==> config.mk <==
export PLATFORM = sky130hd
export DESIGN_NAME = pipelined_addsub
export DESIGN_NICKNAME = d
export VERILOG_FILES = /design/src/rtl/addsub_pkg.sv /design/src/rtl/addsub_segment.sv /design/src/rtl/pipelined_addsub.sv
export SDC_FILE = /design/constraint.sdc
export NUM_CORES = 1
export LEC_CHECK = 0
export BUFFER_PORTS_ARGS = -buffer_cell sky130_fd_sc_hd__buf_2
export CAP_MARGIN = 15
export CORE_MARGIN = 2
export CORE_UTILIZATION = 50
export CTS_CLUSTER_SIZE = 40
export DETAILED_ROUTE_END_ITERATION = 10
export PLACE_DENSITY = 0.73
export SLEW_MARGIN = 20
export SYNTH_ARGS = -nofsm -noshare
export SYNTH_HDL_FRONTEND = slang
export SYNTH_SLANG_ARGS = --single-unit
==> constraint.sdc <==
create_clock -name clk -period 2.8 [get_ports clk]
set_input_delay 0.42 -clock clk [delete_from_list [all_inputs] [get_ports clk]]
set_output_delay 0.42 -clock clk [all_outputs]
set_load 0.01 [all_outputs]
==> src/rtl/addsub_pkg.sv <==
// rtl/addsub_pkg.sv - shared types and parameter checks for the pipelined adder/subtractor
//
// Purpose: operation encoding and the BITS/STAGES legality check used at elaboration.
// Ports:   none (package).

package addsub_pkg;

  typedef enum logic {
    OP_ADD = 1'b0,
    OP_SUB = 1'b1
  } addsub_op_t;

  // A split is legal when every stage gets the same non-empty segment width.
  function automatic bit addsub_split_ok(input int bits, input int stages);
    return (stages >= 1) && (stages <= bits) && ((bits % stages) == 0);
  endfunction

endpackage

==> src/rtl/addsub_segment.sv <==
// rtl/addsub_segment.sv - W-bit ripple-carry segment of the pipelined adder
//
// Purpose: purely combinational ripple-carry add of one operand segment.
// Ports:
//   a, b   in  W  operand segments (b already conditioned for subtract)
//   cin    in  1  carry into bit 0
//   sum    out W  segment sum
//   cout   out 1  carry out of the segment MSB
//   c_msb  out 1  carry into the segment MSB (for signed overflow)

module addsub_segment #(
  parameter int W = 4
) (
  input  logic [W-1:0] a,
  input  logic [W-1:0] b,
  input  logic         cin,
  output logic [W-1:0] sum,
  output logic         cout,
  output logic         c_msb
);

  logic [W:0] c;

  always_comb begin
    c    = '0;
    sum  = '0;
    c[0] = cin;
    for (int i = 0; i < W; i++) begin
      sum[i]   = a[i] ^ b[i] ^ c[i];
      c[i + 1] = (a[i] & b[i]) | (a[i] & c[i]) | (b[i] & c[i]);
    end
  end

  assign cout  = c[W];
  assign c_msb = c[W-1];

endmodule

==> src/rtl/pipelined_addsub.sv <==
// rtl/pipelined_addsub.sv - pipelined two's-complement adder/subtractor with valid/ready
//
// Purpose: splits a BITS-wide add/subtract into STAGES segments, carrying between
//          them through pipeline registers; one operation per cycle, full backpressure.
// Ports:
//   clk, rst_n            clock, asynchronous active-low reset
//   in_valid / in_ready   operand handshake (in_ready = pipeline advance)
//   a, b, cin, op         operands, carry/borrow-in, 0 = add, 1 = subtract
//   out_valid / out_ready result handshake
//   sum, cout, ovf, zero  result, carry out (1 = no borrow on subtract), signed overflow, sum == 0

module pipelined_addsub
  import addsub_pkg::*;
#(
  parameter int BITS   = 8,
  parameter int STAGES = 2
) (
  input  logic            clk,
  input  logic            rst_n,
  input  logic            in_valid,
  output logic            in_ready,
  input  logic [BITS-1:0] a,
  input  logic [BITS-1:0] b,
  input  logic            cin,
  input  logic            op,
  output logic            out_valid,
  input  logic            out_ready,
  output logic [BITS-1:0] sum,
  output logic            cout,
  output logic            ovf,
  output logic            zero
);

  localparam int SEG = BITS / STAGES;

  if (!addsub_split_ok(BITS, STAGES)) begin : g_bad_split
    $error("pipelined_addsub: BITS must be a multiple of STAGES with 1 <= STAGES <= BITS");
  end

  // Per-level state. Level k holds the operation after segment k has been added;
  // the last level is the output register. Operands travel full width so later
  // stages find their segment skewed, and finished low sum bits ride along de-skewed.
  logic [BITS-1:0] a_q  [STAGES];
  logic [BITS-1:0] b_q  [STAGES];
  logic [BITS-1:0] s_q  [STAGES];
  logic            c_q  [STAGES];
  logic            v_q  [STAGES];
  logic            cmsb [STAGES];
  logic            ovf_q;
  logic            zero_q;
  logic            advance;

  // The whole pipe moves in lock-step; a stalled output freezes every level.
  assign advance  = !v_q[STAGES-1] || out_ready;
  assign in_ready = advance;

  for (genvar k = 0; k < STAGES; k++) begin : g_stage
    logic [BITS-1:0] src_a;
    logic [BITS-1:0] src_b;
    logic [BITS-1:0] src_s;
    logic            src_c;
    logic            src_v;
    logic [SEG-1:0]  seg_sum;
    logic            seg_cout;
    logic [BITS-1:0] s_next;

    if (k == 0) begin : g_head
      // Subtract is a + ~b + ~cin, so the borrow-in is inverted into a carry-in.
      assign src_a = a;
      assign src_b = (op == OP_SUB) ? ~b : b;
      assign src_c = (op == OP_SUB) ? ~cin : cin;
      assign src_s = '0;
      assign src_v = in_valid;
    end else begin : g_body
      assign src_a = a_q[k-1];
      assign src_b = b_q[k-1];
      assign src_c = c_q[k-1];
      assign src_s = s_q[k-1];
      assign src_v = v_q[k-1];
    end

    addsub_segment #(.W(SEG)) u_segment (
      .a     (src_a[k*SEG +: SEG]),
      .b     (src_b[k*SEG +: SEG]),
      .cin   (src_c),
      .sum   (seg_sum),
      .cout  (seg_cout),
      .c_msb (cmsb[k])
    );

    always_comb begin
      s_next                = src_s;
      s_next[k*SEG +: SEG]  = seg_sum;
    end

    always_ff @(posedge clk or negedge rst_n) begin
      if (!rst_n) begin
        a_q[k] <= '0;
        b_q[k] <= '0;
        s_q[k] <= '0;
        c_q[k] <= 1'b0;
        v_q[k] <= 1'b0;
      end else if (advance) begin
        a_q[k] <= src_a;
        b_q[k] <= src_b;
        s_q[k] <= s_next;
        c_q[k] <= seg_cout;
        v_q[k] <= src_v;
      end
    end

    if (k == STAGES - 1) begin : g_flags
      // Flags are registered with the final segment so they align with sum.
      always_ff @(posedge clk or negedge rst_n) begin
        if (!rst_n) begin
          ovf_q  <= 1'b0;
          zero_q <= 1'b0;
        end else if (advance) begin
          ovf_q  <= cmsb[k] ^ seg_cout;
          zero_q <= (s_next == '0);
        end
      end
    end
  end

  assign out_valid = v_q[STAGES-1];
  assign sum       = s_q[STAGES-1];
  assign cout      = c_q[STAGES-1];
  assign ovf       = ovf_q;
  assign zero      = zero_q;

endmodule

# Word-level counts from Yosys, hierarchy flattened
# Index checks and enable logic that the tools add are counted.
[totals]
reg_bits = 34
input_bits = 22
output_inout_bits = 13
wordCells = 74
[op_classes]
mux = 2
bitwise = 59
n_reduce_logical = 3
[op_table]
columns = ["op", "n"]
rows = [
  ["AND 1 bit", 24],
  ["bitwise XOR 1 bit", 17],
  ["OR 1 bit", 16],
  ["zero test 8 bit", 1],
  ["2-to-1 mux 8 bit", 1],
  ["NOT 8 bit", 1],
  ["zero test 1 bit", 1],
  ["logical OR 1 bit", 1],
  ["2-to-1 mux 1 bit", 1],
  ["NOT 1 bit", 1],
]

# Logic depth before layout (Yosys ltp)
[depth]
word_depth = 14
mapped_depth = 9
ltp_nobuf = 9

# Modules after synthesis
# Synthesis repeated with hierarchy kept, for this count alone.
[hier_totals]
cells_unflattened = 98
hier_area_um2 = 1408.9
[modules_own_cells]
columns = ["mod", "instances", "cells_each", "area_per_inst_um2", "seq_area_each_um2"]
rows = [
  ["pipelined_addsub", 1, 70, 1173.6, 650.6],
  ["addsub_segment", 2, 14, 117.6, 0.0],
]

# Least setup slack after synthesis
# Ideal clock, no wire load.
[synth_timing]
kind = "input -> register"
startpoint = "input port op"
endpoint = "register s_q, in the netlist g_stage[1].src_s[3]"
setup_time_ns = 0.125
arrival_time_ns = 2.471
required_time_ns = 2.675
setup_slack_ns = 0.204
path_stages = 9
path_buffers = 1
cell_sequence = "buf_2 -> xor2_1 -> fa_1 -> fa_1 -> inv_1 -> fa_1 -> inv_1 -> fa_1 -> mux2_4"
[synth_via]
elab_chain_cells = 11
word_cells_on_any_way = 19
cone_classes = "mux: 2; bitwise: 17"
[synth_lines]
columns = ["element", "line_no", "rtl"]
rows = [
  ["start, declared", "pipelined_addsub.sv:25", "input logic op,"],
  ["2-to-1 mux 8 bit / 2-to-1 mux 1 bit (equally long branches)", "pipelined_addsub.sv:70, pipelined_addsub.sv:71", ""],
  ["AND 1 bit", "addsub_segment.sv:30", "c[i + 1] = (a[i] & b[i]) | (a[i] & c[i]) | (b[i] & c[i]);"],
  ["OR 1 bit (2 in a row)", "addsub_segment.sv:30", ""],
  ["AND 1 bit", "addsub_segment.sv:30", ""],
  ["OR 1 bit (2 in a row)", "addsub_segment.sv:30", ""],
  ["AND 1 bit", "addsub_segment.sv:30", ""],
  ["OR 1 bit (2 in a row)", "addsub_segment.sv:30", ""],
  ["bitwise XOR 1 bit (*)", "addsub_segment.sv:29", "sum[i] = a[i] ^ b[i] ^ c[i];"],
  ["via g_stage[0].seg_sum[3]", "pipelined_addsub.sv:63", "logic [SEG-1:0] seg_sum;"],
  ["end signal, assigned by index", "pipelined_addsub.sv:106", "s_q[k] <= s_next;"],
  ["end, declared", "pipelined_addsub.sv:45", "logic [BITS-1:0] s_q [STAGES];"],
]
# The timed path passes the listed nets; every way through them passes the cells marked *.
# A chain may end at the register's enable or synchronous reset.

# Worst setup path in the final report
[layout_timing]
startpoint = "register a_q, in the netlist g_stage[1].src_a[4]"
endpoint = "register zero_q, in the netlist zero"
[layout_via]
elab_chain_cells = 11
word_cells_on_any_way = 18
cone_classes = "bitwise: 17; reduce/logical: 1"
[layout_lines]
columns = ["element", "line_no", "rtl"]
rows = [
  ["start, declared", "pipelined_addsub.sv:43", "logic [BITS-1:0] a_q [STAGES];"],
  ["start signal, assigned by index", "pipelined_addsub.sv:104", "a_q[k] <= src_a;"],
  ["AND 1 bit", "addsub_segment.sv:30", ""],
  ["OR 1 bit (2 in a row)", "addsub_segment.sv:30", ""],
  ["AND 1 bit", "addsub_segment.sv:30", ""],
  ["OR 1 bit (2 in a row)", "addsub_segment.sv:30", ""],
  ["AND 1 bit", "addsub_segment.sv:30", ""],
  ["OR 1 bit (2 in a row)", "addsub_segment.sv:30", ""],
  ["bitwise XOR 1 bit", "addsub_segment.sv:29", ""],
  ["zero test 8 bit (*)", "pipelined_addsub.sv:120", "zero_q <= (s_next == '0);"],
  ["end signal, assigned", "pipelined_addsub.sv:120", ""],
  ["end, declared", "pipelined_addsub.sv:50", "logic zero_q;"],
]
# Mark *: on every way between the ends. The rest lies on a longest branch, timed or not.

==> summary.md <==
| Metric | Value |
|---|---|
| Core area | 0.00252 mm2 |
| Vias per cell | 5.02 |
| Final Hold Violating Endpoints | 0 |
| Nets | 159 |
| Synth unique cells | 18 |
| Status | finished, final reports clean |
| Worst-path fanout max | 2 |
| Post-CTS setup buffer count | 0 |
| Min cycle time layout | 2.62 ns |
| Hold crit path type | primary input to async pin |
| Peak supply drop | 0.533 mV |
| Syn Inst Count | 93 |
| Overflow after GRT | 0 |
| Post-cts resize count | 0 |
| Family with the most delay on the worst path | adder cells |
| Hold buffers post-CTS | 0 |
| Bufs on Longest Clock Path | 2 |
| Initial drt markers | 10 |
| Synthesized area per cell | 14.5 um2 |
| Largest family of logic cells by synthesized area | multiplexers |
| Post-Synth XOR/XNOR Area | 6.49% |
| Pin count of the biggest net entering global routing | 27 |
| Area growth from synthesis to layout | 15.8% |
| Mapped cell area | 0.00135 mm2 |
| Crit path DAT | 2.85 ns |
| Residual DRC | 0 |
| Yosys warns | 0 |
| I/O pin count | 35 |
| Die Y | 55.9 um |
| Remaining antenna violation count after routing | 0 |
| Post-synth top area cell | dfrtp_1 |
| Initial Util | 53.5% |
| Worst Path Required | 3.03 ns |
| WS Path Type | flip-flop to flip-flop |
| Antenna Cells | 0 |
| Wire per inst | 13.8 um |
| Clk sink count | 26 |
| Tot Pwr | 1130 uW |
| Detailed Routing Iterations Pass 1 | 4 |
| Layout fillers | 233 |
| # port buffers | 34 |
| Worst-margin pin slew | 0.565 ns |
| Routability-driven placement congestion ratio | 0.701 |
| Ratio of cells with drive above 1 in the final layout | 46.1% |
| CP Launch Type | flip-flop |
| Critical-path cell list | inv_1, fa_1, inv_1, fa_1, fa_1, inv_1, fa_1, or4b_1, o31ai_1 |
| CTS HTree Levels | 1 |
| Static Leak | 0.000776 uW |
| Die outline width | 55.9 um |
| First-pass GRT wire length | 3750 um |
| Root buffer cell | clkbuf_4 |
| Worst-path clk slew | 0.13 ns |
| Synth Area in Compound Gates | 2.04% |
| Post-Syn Nets | 123 |
| Most frequent cells in the layout | 34 x buf_2, 26 x dfrtp_1, 12 x mux2_4 |
| Relative slew slack | 62.4% |
| Critical path's slowest cell | fa_1 |
| Vias | 793 |
| Dpl ws | 0.155 ns |
| Dominant cells by area after synthesis | dfrtp_1 48%, mux2_4 13%, fa_1 12%, mux2_2 5.0%, xor2_1 3.9% |
| Final Core Density | 61.9% |
| Smallest setup slack after layout | 0.178 ns |
| Final slew viol count | 0 |
| Number of global-route vias before repair | 824 |
| Critical path's most frequent cell | fa_1 |
| Worst Path Buf+Inv | 3 |
| Skew-Pair Late Insertion Delay | 0.31 ns |
| Final setup viols | 0 |
| Simple logic cell fraction of the synthesized area | 5.38% |
| Wirelength, routed | 2180 um |
| CTS Buf Count | 3 |
| Final worst-path cycle share | 93.6% |
| Crit-path max cell delay | 0.50 ns |
| Die ar. | 0.00313 mm2 |
| Fmax achieved | 381 MHz |
| CTS tree | yes |
| Antenna violations before repair | 0 |
| PwrDens | 721 mW/mm2 |
| Setup crit end kind | flip-flop |
| Sequential area share after synthesis | 48.2% |
| Yosys reg bits | 26 |
| Gr usage total | 15.6% |
| Num rows | 18 |
| Maxcap violations | 0 |
| Synthesized-area fraction occupied by adder cells | 11.9% |
| RSZ-0062 raised after global routing | no |
| Skew final | 0.00240 ns |
| Fin Setup TNS | 0 ns |
| Most common cell after layout, fill and taps aside | buf_2 |
| Post-synthesis mux area share | 19.9% |
| Share of the synthesized area in the top cell type | 48.2% |
| DPL Wire Length | 1720 um |
## power by group
group	internal (uW)	leakage [uW]	total [uW]	switching, uW
sequential	482	0.000302	546	63.5
clock	79.5	0.0000210	186	106
combinational	217	0.000453	395	178
total	779	0.000776	1130	348
## path summary, 6_finish.rpt
check | from | to | slack [ns] | depth (start not counted)
worst min-delay path | rst_n | sum[6] | 0.07 | 1
worst max-delay path | g_stage[1].src_a[4] | zero | 0.18 | 9
worst max register to register | g_stage[1].src_a[4] | zero | 0.18 | 9
min in group clk | a[5] | g_stage[1].src_a[5] | 0.32 | 2
worst min register to register | g_stage[1].src_v | out_valid | 0.49 | 1
max in group asynchronous | rst_n | zero | 2.36 | 1
## stage by stage
step	hold WS [ns]	instances	area, um2
after floorplan	0.124	93	1350
after global placement	0.438	154	1530
after detailed placement	0.446	154	1530
after CTS	0.0870	158	1560
after global routing	0.0977	158	1560
final	0.0727	158	1560
## routing by layer
layer,wire [um],GRT usage (%),up-vias
met1,920,19.3,398
li1,-,-,374
met3,108,5.12,2
met5,0,0,-
met4,12,2.04,0
met2,1140,27.6,19
## final cells by class
type | count | area (um2) | share of cell area, %
sequential | 26 | 651 | 41.7
multi-input combinational | 52 | 616 | 39.4
timing repair buffer | 35 | 178 | 11.4
inverter | 11 | 43.8 | 2.80
tap | 30 | 37.5 | 2.40
clock buffer | 4 | 36.3 | 2.32
## sequential cells by signal, summed over array words and instances (netlist names)
register	count
ovf	1
cout	1
g_stage.src_s	4
g_stage.src_b	4
sum	8
g_stage.src_a	4
out_valid	1
zero	1
g_stage.src_v	1
g_stage.src_c	1
## synth_stat cells
| library cell | number |
|---|---|
| xnor2_1 | 4 |
| o31ai_1 | 1 |
| xor2_1 | 6 |
| or4b_1 | 2 |
| nand2b_1 | 1 |
| nor3b_1 | 4 |
| mux2i_1 | 2 |
| fa_1 | 8 |
| inv_1 | 10 |
| buf_6 | 3 |
| mux2_2 | 6 |
| nand3b_1 | 1 |
| dfrtp_1 | 26 |
| buf_2 | 1 |
| nor2b_2 | 1 |
| a21oi_1 | 4 |
| mux2_4 | 12 |
| inv_4 | 1 |
## cells by family after synthesis
logic type | Yosys count
flops | 26
mux | 20
buf+inv | 15
xor+xnor | 10
simple gates | 9
fa+ha+maj | 8
compound gates | 5
(Power assumes the default switching activity.)
